===== src/rtl/mem_arbiter.sv =====
// Single-port memory arbiter: serialises IF reads and LSU reads/writes onto one MEM port.
// The MEM strobes are only ever non-zero during the one-cycle ACCESS window.
//
// state    | meaning
// ---------|----------------------------------------------------------
// S_IDLE   | waiting for a request; combinational round-robin grant
// S_ACCESS | one-cycle memory access using the latched request
// S_RESP   | response held for the owner until its resp_ready
module mem_arbiter #(
    parameter bit LSU_FIRST = 1'b1
) (
    input  logic        clk,
    input  logic        rst,
    input  logic        if_req_valid,
    output logic        if_req_ready,
    input  logic [63:0] if_req_addr,
    output logic        if_resp_valid,
    input  logic        if_resp_ready,
    output logic [63:0] if_resp_data,
    input  logic        lsu_req_valid,
    output logic        lsu_req_ready,
    input  logic [63:0] lsu_req_addr,
    input  logic        lsu_req_we,
    input  logic [63:0] lsu_req_wdata,
    input  logic [7:0]  lsu_req_wmask,
    output logic        lsu_resp_valid,
    input  logic        lsu_resp_ready,
    output logic [63:0] lsu_resp_data,
    output logic [63:0] mem_addr,
    output logic        mem_ce,
    output logic        mem_we,
    output logic [63:0] mem_wdata,
    output logic [7:0]  mem_wmask,
    input  logic [63:0] mem_rdata
);

    typedef enum logic [1:0] {
        S_IDLE   = 2'd0,
        S_ACCESS = 2'd1,
        S_RESP   = 2'd2
    } state_t;

    localparam logic OWNER_IF  = 1'b0;
    localparam logic OWNER_LSU = 1'b1;
    // last_grant starts at the requester that should lose the first contention
    localparam logic LAST_GRANT_RST = LSU_FIRST ? OWNER_IF : OWNER_LSU;

    state_t      r_state;
    logic        r_last_grant;
    logic        r_owner;
    logic [63:0] r_addr;
    logic        r_we;
    logic [63:0] r_wdata;
    logic [7:0]  r_wmask;
    logic [63:0] r_resp;
    logic        r_if_resp_valid;
    logic        r_lsu_resp_valid;

    logic w_idle;
    logic w_access;
    logic w_grant_if;
    logic w_grant_lsu;
    logic w_resp_done;

    assign w_idle      = (r_state == S_IDLE);
    assign w_access    = (r_state == S_ACCESS);
    assign w_grant_lsu = lsu_req_valid && (!if_req_valid || (r_last_grant == OWNER_IF));
    assign w_grant_if  = if_req_valid && (!lsu_req_valid || (r_last_grant == OWNER_LSU));
    assign w_resp_done = (r_if_resp_valid && if_resp_ready) ||
                         (r_lsu_resp_valid && lsu_resp_ready);

    // ready is gated by rst so nothing is accepted while reset is held
    assign if_req_ready  = !rst && w_idle && w_grant_if;
    assign lsu_req_ready = !rst && w_idle && w_grant_lsu;

    assign if_resp_valid  = r_if_resp_valid;
    assign lsu_resp_valid = r_lsu_resp_valid;
    assign if_resp_data   = r_if_resp_valid  ? r_resp : 64'd0;
    assign lsu_resp_data  = r_lsu_resp_valid ? r_resp : 64'd0;

    assign mem_ce    = w_access;
    assign mem_we    = w_access && r_we;
    assign mem_addr  = w_access ? r_addr  : 64'd0;
    assign mem_wdata = w_access ? r_wdata : 64'd0;
    assign mem_wmask = (w_access && r_we) ? r_wmask : 8'h00;

    always_ff @(posedge clk or posedge rst) begin
        if (rst) begin
            r_state          <= S_IDLE;
            r_last_grant     <= LAST_GRANT_RST;
            r_owner          <= OWNER_IF;
            r_addr           <= 64'd0;
            r_we             <= 1'b0;
            r_wdata          <= 64'd0;
            r_wmask          <= 8'h00;
            r_resp           <= 64'd0;
            r_if_resp_valid  <= 1'b0;
            r_lsu_resp_valid <= 1'b0;
        end else begin
            case (r_state)
                S_IDLE: begin
                    if (w_grant_lsu) begin
                        r_owner      <= OWNER_LSU;
                        r_last_grant <= OWNER_LSU;
                        r_addr       <= lsu_req_addr;
                        r_we         <= lsu_req_we;
                        r_wdata      <= lsu_req_wdata;
                        r_wmask      <= lsu_req_we ? lsu_req_wmask : 8'h00;
                        r_state      <= S_ACCESS;
                    end else if (w_grant_if) begin
                        r_owner      <= OWNER_IF;
                        r_last_grant <= OWNER_IF;
                        r_addr       <= if_req_addr;
                        r_we         <= 1'b0;
                        r_wdata      <= 64'd0;
                        r_wmask      <= 8'h00;
                        r_state      <= S_ACCESS;
                    end
                end
                S_ACCESS: begin
                    r_resp           <= r_we ? 64'd0 : mem_rdata;
                    r_if_resp_valid  <= (r_owner == OWNER_IF);
                    r_lsu_resp_valid <= (r_owner == OWNER_LSU);
                    r_state          <= S_RESP;
                end
                S_RESP: begin
                    if (w_resp_done) begin
                        r_if_resp_valid  <= 1'b0;
                        r_lsu_resp_valid <= 1'b0;
                        r_state          <= S_IDLE;
                    end
                end
                default: begin
                    r_if_resp_valid  <= 1'b0;
                    r_lsu_resp_valid <= 1'b0;
                    r_state          <= S_IDLE;
                end
            endcase
        end
    end

endmodule


===== config.mk =====
export PLATFORM = sky130hd
export DESIGN_NAME = mem_arbiter
export DESIGN_NICKNAME = d
export VERILOG_FILES = /design/src/rtl/mem_arbiter.sv
export SDC_FILE = /design/constraint.sdc
export NUM_CORES = 1
export LEC_CHECK = 0
export ABC_AREA = 1
export BUFFER_PORTS_ARGS = -buffer_cell sky130_fd_sc_hd__buf_2
export CAP_MARGIN = 20
export CORE_AREA = 2 2 208 210
export DETAILED_ROUTE_END_ITERATION = 10
export DIE_AREA = 0 0 210 212
export PLACE_DENSITY = 0.51
export RECOVER_POWER = 25
export SYNTH_ARGS = -nofsm -noshare
export SYNTH_HDL_FRONTEND = slang
export SYNTH_SLANG_ARGS = --single-unit

===== constraint.sdc =====
create_clock -name clk -period 7 [get_ports clk]
set_input_delay 1.4 -clock clk [delete_from_list [all_inputs] [get_ports clk]]
set_output_delay 1.4 -clock clk [all_outputs]
set_load 0.05 [all_outputs]

# After elaboration in Yosys (flattened, before gate mapping)
# Index checks and enable logic that the tools add are counted.
# op_classes
div	0
bitwise_logic	2
muxes	23
n_mul	0
addsub	0
reduce_logical	19
eq_ne	4
shift	0
n_lt_le_gt_ge	0
# ops
cell	count
64-bit 2-to-1 mux	9
8-bit 2-to-1 mux	4
1-bit logical AND	8
2-bit 2-to-1 mux	3
1-bit one-hot mux with 3 select lines	2
2-bit one-hot mux with 3 select lines	1
2-bit AND reduction	3
1-bit 2-to-1 mux	4
1-bit logical NOT	3
1-bit logical OR	3
3-bit by 1-bit != test with 1-bit output (second input constant)	1
2-bit by 1-bit equality test with 1-bit output (second input constant)	1
2-bit equality test (second input constant)	1
2-bit logical NOT	1
2-bit != test (second input constant)	1
1-bit NOT	2
2-bit nonzero test	1
# totals
reg_bits	206
n_memories	0
output_inout_bits	270
mem_bits_rw	0
elab_cells	57
romBits	0
inputBits	271
latchBits	0

# Logic depth before layout (Yosys ltp)
# Gate-level depths: netlist (run 1).
# logic_depth
word_depth	6
depth_mapped	7

# Worst setup path before layout (run 1)
# No wires, ideal clock.
# synth_path
path_type	input-to-output
start	input rst
end	output if_req_ready
n_path_buf	0
stages	3
t_arrival_ns	6.802
path_slack_ns	-1.202
t_required_ns	5.600
cell_sequence	inv_1 nand2_1 nor2_1
# synth_via
elab_chain_cells	3
# synth_lines
element	line_no	text
start: declaration	13	input logic rst,
1-bit logical NOT (no line)	n/a	
1-bit logical AND (2 in a row)	73	assign if_req_ready = !rst && w_idle && w_grant_if;
end: declaration	15	output logic if_req_ready,
# No other way between the ends.

# Worst setup path after layout (run 1)
# layout_path
start	input rst
end	output lsu_req_ready
# layout_via
elab_chain_cells	3
# layout_lines
element	line_no	text
1-bit logical NOT (no line)	n/a	
1-bit logical AND (2 in a row)	74	assign lsu_req_ready = !rst && w_idle && w_grant_lsu;
end: declaration	21	output logic lsu_req_ready,
# No other way between the ends.

==> results of run 1 <==
==> cell families (layout without fill, tap and decap cells) <==
family	after synthesis	after routing	share of synthesized area
compound gates	130	130	0.05832
buf+inv	510	1004	0.1892
flops	206	206	0.4621
other cells	0	5	0
simple gates	762	762	0.2904
==> worst paths after layout <==
kind,from,endpoint,slack [ns],cells past startpoint
max,rst,lsu_req_ready,2.46,5
max reg2reg,r_owner,r_wdata[11],4.25,8
min reg2reg,r_wmask[1],r_wmask[1],0.48,2
max in group asynchronous,rst,r_addr[22],3.75,4
min in group asynchronous,rst,r_addr[8],1.06,2
min,r_wmask[1],r_wmask[1],0.48,2
==> routing by layer <==
layer,GRT usage,vias to the layer above
met2,0.2817,432
li1,-,5729
met3,0.02614,63
met4,0.05674,6
met5,0,-
met1,0.2173,5398
==> synthesized netlist by cell type, types with 8 or more instances <==
library cell and instances:
buf_1 12, buf_2 55, buf_4 12, buf_6 11, clkbuf_1 18, dfrtp_1 206
inv_1 398, nand2_1 352, nand3_1 258, nand4_1 8, nor2_1 139, o21ai_0 75
o21ai_1 55
==> critical path, delay by kind of cell <==
kind / cells / cell delay, ns
buffers and inverters: 3 / 1.14
AND/OR/NAND/NOR: 2 / 0.59
==> flip-flops by register name (all words and copies together) (netlist names) <==
name,cells
r_wmask,8
if_resp_valid,1
r_wdata,64
r_addr,64
lsu_resp_valid,1
r_state,2
r_resp,64
r_owner,1
r_we,1
==> area by class of cell <==
type | instances | area, um^2
fillers | 4689 | 27530
repair buffers | 555 | 2828
well taps | 546 | 683.2
multi-input cells | 892 | 3887
clock inverters | 11 | 126.4
clock buffers | 36 | 768.2
flip-flops and latches | 206 | 5157
inverters | 402 | 1515
diodes | 5 | 12.51
==> where the power goes <==
part / switching [mW] / total (mW) / internal, mW / leakage, nW
combinational: 2.68 / 3.45 / 0.775 / 6.62
sequential: 0.288 / 2.01 / 1.72 / 2.59
clock: 0.547 / 1.39 / 0.840 / 0.444
total: 3.51 / 6.85 / 3.34 / 9.66
==> per-stage QoR <==
stage / worst slack (ns) / area, um^2 / cells / hold WS [ns]
after floorplan: 0.6278 / 11160 / 1608 / 0.4494
after global placement: 2.867 / 14080 / 2601 / 0.4644
after detailed placement: 2.869 / 14080 / 2601 / 0.4651
after CTS: 2.865 / 14980 / 2648 / 0.4829
after global routing: 2.166 / 14980 / 2653 / 0.4983
final: 2.461 / 14980 / 2653 / 0.4784
==> layout by cell type (no fill, tap or decap), types with 14 or more instances in the layout <==
cell type	count
buf_2	540
inv_1	396
nand2_1	350
nand3_1	258
dfrtp_1	204
nor2_1	140
o21ai_0	75
o21ai_1	55
clkbuf_16	26
buf_4	14
==> run_results.csv, run 1 <==
group,metric,value,unit
clock_network,ctsResizeCount,0,
global_route,grt_pass1_vias,11010,
critical_path,cp_max_fo,18,
routing,vias,11630,
synth,synth_cells,1608,
pwr,power,6.850,mW
run_status,status,"completed",
flow_run,maxCapViolCount,0,
clock_network,cts_setup_buffers,0,
critical_path,cp.arrival,3.14,ns
sta,finalSetupViolations,0,
sta,fin_crit_sh,0.6484,
hold_path,hp-class,"reg -> reg",
routing,drtIter0Drc,685,
clock_network,cts_buffers,26,
cells_and_area,postLayoutCoreUtil,0.3524,
clock_network,postCtsHoldBufs,0,
global_route,antenna_found_initial,8,
floorplanning,dieArea,44520,um^2
synth,synthFlopType,"dfrtp_1",
routing,route.detailed.drc,0,
routing,ant_nets,0,
floorplanning,die_w,210,um
cells_and_area,drive_above_1_share,0.2921,
sta,period_minus_slack,4.539,ns
synth,synth_top_cell_by_area,"dfrtp_1",
floorplanning,coreArea,42510,um^2
critical_path,start_kind,"input pin",
pwr,power_density,457.4,nW/um^2
placed_design,gp_congestion,0.8508,
critical_path,crit_top_cell,"buf_2",
cells_and_area,syn2layout_area_growth,34.26,%
synth,yosys.area.top_type_share,0.4621,
sta,tns,0,ns
routing,viasPerCell,4.383,
floorplanning,num_rows,76,
floorplanning,die_h,212,um
sta,fin_skew,0.02773,ns
placed_design,hpwl,28290,um
synth,ys_seq_elements,206,
sta,maxSlewHeadroom,0.2693,
pwr,p_leak,9.660,nW
synth,seq_area_frac_synth,0.4621,
sta,fmax,0.2203,GHz
placed_design,numPortBuffers,540,
synth,syn_area,11160,um^2
sta,hold_violations,0,
synth,synthTopCellsByArea,"dfrtp_1 (46%), inv_1 (13%), nand2_1 (12%)",
clock_network,tritoncts,"done",
routing,wl_met2,18600,um
clock_network,cts_root_buffer,"clkbuf_16",
synth,synthArstFlopShare,1.000,
routing,wl_per_cell,14.65,um
routing,wl,38850,um
clock_network,clk_pin_slew,0.06,ns
pwr,ir_worst_vdd,176.6,uV
critical_path,cp_slowest_cell,"clkinvlp_2",
sta,tightest_slew,1.090,ns
clock_network,cts_max_path_buffers,3,
synth,syn_nets,1879,
cells_and_area,num-nets-final,2354,
clock_network,clock_latency,0.55,ns
critical_path,worstSetupPathType,"in -> out",
global_route,grt_max_degree,149,
critical_path,critPathCaptureType,"output pin",
synth,avgSynthCellArea,6.938,um^2
sta,drv_slew,0,
critical_path,cpPeakStageDelay,0.83,ns
floorplanning,start_util,0.2625,
sta,rsz0062_at_grt,"false",
global_route,grt_pass1_wl,59740,um
floorplanning,io-pin-count,541,
routing,met3_length,2322,um
clock_network,htreeDepth,1,
routing,topRoutingLayerUsed,"met5",
critical_path,cp.required,5.60,ns
synth,ys_warn_count,0,
global_route,grt_usage,0.1665,
synth,yosys.cell_types.count,19,
global_route,gr-total-overflow,0,
routing,drt-met1-wl,16870,um
critical_path,crit_chain,"buf_2 > clkinvlp_2 > nand2_1 > nor2_1 > buf_2",
routing,first_pass_iters,5,
synth,synth_edf_count,0,
clock_network,cts_sinks,206,
No activity file was read; power rests on OpenSTA's default activity.
==> run 2, diff against run 1 <==
- ABC_AREA: 1 -> 0
- PLACE_DENSITY: 0.51 -> 0.49
- clock period: 7 -> 3.7 ns (I/O delays scaled with it)
==> run_results.csv, run 2 <==
group,metric,value,unit
run_status,status,"finished, violations left",
run_status,violations,"max-capacitance violations, max-slew violations",
sta,period_minus_slack,3.044,ns
synth,synth_top_cell_by_area,"dfrtp_1",
placed_design,placed_area,13700,um^2
global_route,grt_pass1_vias,8931,
floorplanning,dieArea,44520,um^2
global_route,grt_usage,0.1515,
synth,yosys.cell_types.count,26,
routing,wl_per_cell,17.20,um
synth,synth.most_common_cell,"and2_1",
synth,synth_cells,968,
pwr,p_clk_frac,0.502,
pwr,p_comb_frac,0.066,
flow_run,maxCapViolCount,2,
clock_network,postCtsHoldBufs,0,
clock_network,clock_latency,0.54,ns
critical_path,r2r-end,"r_addr[32]",
floorplanning,die_h,212,um
clock_network,ctsResizeCount,0,
hold_path,hp-class,"in -> async",
routing,route.detailed.drc,0,
synth,synth_edf_count,0,
critical_path,cp.required,2.96,ns
sta,worst_slack,0.6556,ns
cells_and_area,layout_common_cells,"buf_2 (539), and2_1 (257), dfrtp_1 (204)",
synth,avgSynthCellArea,10.82,um^2
sta,drv_slew,197,
clock_network,cts_sinks,206,
sta,hold_violations,0,
synth,synth_common_cells,"and2_1 (257), dfrtp_1 (206), nand2_1 (130), mux2_2 (89), a22o_1 (73)",
synth,syn_area,10470,um^2
global_route,gr-total-overflow,0,
critical_path,start_kind,"register",
routing,drtIter0Drc,320,
floorplanning,start_util,0.2464,
global_route,antenna_found_initial,5,
synth,synthTopCellsByArea,"dfrtp_1 (49%), and2_1 (15%), mux2_2 (9.6%)",
critical_path,r2r_slack,1.45,ns
critical_path,cp_max_fo,29,
sta,maxSlewHeadroom,-0.2721,
global_route,grt_max_degree,133,
synth,ys_warn_count,0,
cells_and_area,reg_top3,"r_addr x64, r_resp x64, r_wdata x64",
sta,tns,0,ns
cells_and_area,drive_above_1_share,0.4869,
floorplanning,num_rows,76,
sta,tightest_slew,1.908,ns
pwr,power.switching,1.186,mW
synth,ys_seq_elements,206,
pwr,ir_worst_vdd,287.8,uV
critical_path,reg2reg_from,"r_state[0]",
pwr,p_seq_frac,0.433,
pwr,power,5.347,mW
cells_and_area,fin_area,14590,um^2
routing,viasPerCell,4.354,
placed_design,numPortBuffers,540,
floorplanning,io-pin-count,541,
cells_and_area,final_common_cell,"buf_2",
pwr,power_density,366.5,nW/um^2
synth,syn_nets,1239,
synth,yosys.area.top_type_share,0.4922,
pwr,sw_frac_of_total,0.2219,
sta,fin_crit_sh,0.8228,
clock_network,htreeDepth,1,
cells_and_area,num-nets-final,1741,
sta,fmax,0.3285,GHz
sta,fin_skew,0.01249,ns
clock_network,cts_buffers,26,
clock_network,cts_root_buffer,"clkbuf_16",
placed_design,gp_congestion,0.8102,
sta,finalSetupViolations,0,
critical_path,cp.arrival,2.30,ns
routing,first_pass_iters,4,
routing,ant_nets,0,
global_route,grt_pass1_wl,52500,um
critical_path,r2r_cells,5,
pwr,p_int,4.161,mW
sta,rsz0062_at_grt,"false",
placed_design,hpwl,25260,um
synth,synthFlopType,"dfrtp_1",
clock_network,cts_max_path_buffers,3,
clock_network,clk_pin_slew,0.06,ns
critical_path,worstSetupPathType,"reg -> out",
critical_path,critPathLaunch,"lsu_resp_valid",
pwr,p_leak,7.998,nW
routing,vias,8864,
critical_path,endpoint,"lsu_resp_data[22]",
cells_and_area,syn2layout_area_growth,39.29,%
critical_path,critPathCaptureType,"output pin",
routing,wl,35020,um
cells_and_area,num-fill-cells,4404,
placed_design,pre_cts_ws,1.105,ns
clock_network,cts_setup_buffers,0,
floorplanning,coreArea,42510,um^2
synth,seq_area_frac_synth,0.4922,
floorplanning,die_w,210,um
synth,synthArstFlopShare,1.000,
clock_network,tritoncts,"done",
==> run 2: cell types whose count changed in the layout (fill, tap and decap cells not counted), moves of 9 or more <==
cell / before / now
and3_1: 0 / 10
nand3b_1: 0 / 64
nand2_1: 350 / 130
mux2_4: 0 / 30
mux2_2: 0 / 89
nor2_1: 140 / 2
o21ai_1: 55 / 0
inv_1: 396 / 3
and2_1: 0 / 257
mux2_1: 0 / 9
a22o_1: 0 / 73
nand3_1: 258 / 0
o21ai_0: 75 / 2
==> run 2: kinds of logic after synthesis <==
logic type	after synthesis	share of synthesized area
and+or+nand+nor	466	0.2544
DFF	206	0.4922
muxes	128	0.1484
buffers and inverters	86	0.03787
AOI/OAI and AO/OA	82	0.06714
==> run 2: power groups by stage <==
| stage | sequential [mW] | clock, mW | combinational, mW |
|---|---|---|---|
| 2_1_floorplan | 2.34 | 0 | 0.169 |
| 3_3_place_gp | 2.35 | 0 | 0.359 |
| 3_5_place_dp | 2.35 | 0 | 0.364 |
| 4_1_cts | 2.31 | 2.78 | 0.365 |
| 5_1_grt | 2.32 | 2.87 | 0.389 |
| 6_report | 2.31 | 2.68 | 0.351 |
==> run 2: layout make-up <==
type	instances	area [um^2]	area share
timing repair buffer	555	2859	0.1960
multi-input combinational	676	4959	0.3399
sequential	206	5157	0.3535
tap	546	683.2	0.04683
antenna	1	2.502	0.0001715
clock buffer	35	735.7	0.05043
clock inverter	12	168.9	0.01158
inverter	5	22.52	0.001544
==> run 2: through the flow <==
step | instances | util | hold WS (ns)
after detailed placement | 1988 | 0.3224 | 0.4699
after global routing | 2036 | 0.3432 | 0.2852
final | 2036 | 0.3432 | 0.2573
after floorplan | 968 | - | 0.4442
after CTS | 2035 | 0.3436 | 0.1704
after global placement | 1988 | 0.3224 | 0.4612
==> run 2: worst min-delay path by stage <==
| stage | startpoint | endpoint | depth (start not counted) |
|---|---|---|---|
| floorplan | r_resp[54] | r_resp[54] | 2 |
| global placement | r_resp[34] | r_resp[34] | 2 |
| detailed placement | r_resp[9] | r_resp[9] | 2 |
| CTS | rst | r_owner | 2 |
| global route | rst | r_owner | 2 |
| finish | rst | r_addr[6] | 2 |
==> run 2: layer usage <==
layer	vias up	global-route usage	part of all wire
li1	4240	-	-
met1	4197	0.1841	0.41
met2	374	0.2664	0.49
met3	49	0.03589	0.074
met4	4	0.04549	0.024
met5	-	0	0.00066
==> run 2: critical path: stages (launching register included) <==
cell and delay [ns]:
dfrtp_1 0.94, buf_4 0.39, and2_1 0.17, buf_2 0.26
==> run 3, diff against run 2 <==
- ABC_AREA: 0 -> 1
- clock period: 3.7 -> 2.9 ns (I/O delays scaled with it)
==> run_results.csv, run 3 (same netlist as run 1, synthesis figures left out) <==
group,metric,value,unit
run_status,status,"finished, violations left",
run_status,violations,"max-capacitance violations, max-slew violations",
routing,wl_per_cell,14.64,um
placed_design,numPortBuffers,540,
cells_and_area,syn2layout_area_growth,35.15,%
placed_design,dp_cells,2605,
clock_network,cts_buffers,26,
cells_and_area,final_common_cell,"buf_2",
sta,fin_crit_sh,0.9366,
pwr,ir_worst_vdd,483.5,uV
critical_path,start_kind,"register",
sta,fin_skew,0.02741,ns
sta,finalSetupViolations,0,
hold_path,hp-class,"in -> reg",
global_route,grt_pass1_vias,10900,
routing,viasPerCell,4.327,
clock_network,htreeDepth,1,
floorplanning,die_w,210,um
clock_network,cts_max_path_buffers,3,
clock_network,cts_setup_buffers,0,
floorplanning,dieArea,44520,um^2
global_route,antenna_found_initial,2,
critical_path,cp.arrival,2.14,ns
cells_and_area,finalNonFillerCells,2654,
global_route,grt_pass1_wl,59820,um
critical_path,worstSetupPathType,"reg -> out",
clock_network,cts_sinks,206,
routing,first_pass_iters,5,
cells_and_area,layout_common_cells,"buf_2 (540), inv_1 (395), nand2_1 (350)",
cells_and_area,drive_above_1_share,0.2933,
critical_path,cpPeakStageDelay,0.41,ns
sta,period_minus_slack,2.716,ns
critical_path,cp_top_family,"buffers and inverters",
clock_network,ctsResizeCount,0,
sta,tightest_slew,2.062,ns
placed_design,hpwl,28440,um
cells_and_area,reg_top3,"r_addr x64, r_resp x64, r_wdata x64",
clock_network,clock_latency,0.55,ns
routing,route.detailed.drc,0,
critical_path,cp_slowest_cell,"buf_4",
floorplanning,io-pin-count,541,
sta,maxSlewHeadroom,-0.3743,
sta,fmax,0.3682,GHz
routing,wl,38850,um
floorplanning,num_rows,76,
floorplanning,die_h,212,um
floorplanning,start_util,0.2625,
cells_and_area,num-nets-final,2359,
pwr,power_density,1101,nW/um^2
sta,drv_slew,208,
flow_run,maxCapViolCount,2,
critical_path,crit_chain,"inv_2 > nor2_4 > inv_6 > buf_4 > nor2_1 > buf_2",
global_route,gr-total-overflow,0,
clock_network,tritoncts,"done",
global_route,grt_usage,0.1676,
pwr,power,16.61,mW
placed_design,gp_congestion,0.8466,
sta,tns,0,ns
pwr,p_leak,9.695,nW
critical_path,cp.required,2.32,ns
routing,ant_nets,0,
critical_path,critPathCaptureType,"output pin",
clock_network,postCtsHoldBufs,0,
routing,vias,11480,
critical_path,crit_buf_inv,4,
routing,drtIter0Drc,652,
cells_and_area,postLayoutCoreUtil,0.3547,
sta,rsz0062_at_grt,"false",
clock_network,clk_pin_slew,0.06,ns
sta,hold_violations,0,
global_route,grt_max_degree,144,
floorplanning,coreArea,42510,um^2
clock_network,cts_root_buffer,"clkbuf_16",
critical_path,cp_max_fo,43,
-- run 3: cell type report --
type	instances	area, um^2
inverters	402	1515
repair buffers	560	2963
fillers	4647	27430
clock inverters	8	81.33
diodes	1	2.502
multi-input cells	892	3895
flip-flops and latches	206	5157
well taps	546	683.2
clock buffers	39	779.5
-- run 3: worst paths after layout --
path | from | cells past startpoint | slack (ns) | end
worst min register to register | r_wmask[3] | 2 | 0.49 | r_wmask[3]
worst max-delay path | r_state[0] | 6 | 0.18 | mem_addr[53]
worst max register to register | r_state[1] | 6 | 1.04 | r_wdata[14]
min in group asynchronous | rst | 3 | 0.75 | r_addr[23]
worst min-delay path | mem_rdata[51] | 3 | 0.26 | r_resp[51]
max in group asynchronous | rst | 3 | 0.55 | lsu_resp_valid
-- run 3: per-stage QoR --
stage          cell area (um^2)  worst slack [ns]  hold WS, ns
2_1_floorplan             11160            -1.763       0.4494
3_3_place_gp              14210            0.7898       0.4657
3_5_place_dp              14210            0.7434       0.4656
4_1_cts                   15070            0.1268       0.2290
5_1_grt                   15080           0.03109       0.2434
6_report                  15080            0.1840       0.2597
-- run 3: where the power goes --
part | switching, mW | internal [mW] | total, mW
logic | 6.50 | 2.02 | 8.52
registers | 0.711 | 4.16 | 4.87
clock network | 1.28 | 1.94 | 3.22
-- run 3: metal layers --
layer	track usage	routed length, um
met1	0.2284	17430
met2	0.2754	18190
met3	0.02762	2384
met4	0.04696	831
met5	0	13
-- run 3: tightest hold or removal path: stages --
cell	delay, ns
buf_2	0.08
nand3_1	0.07
nand2_1	0.05
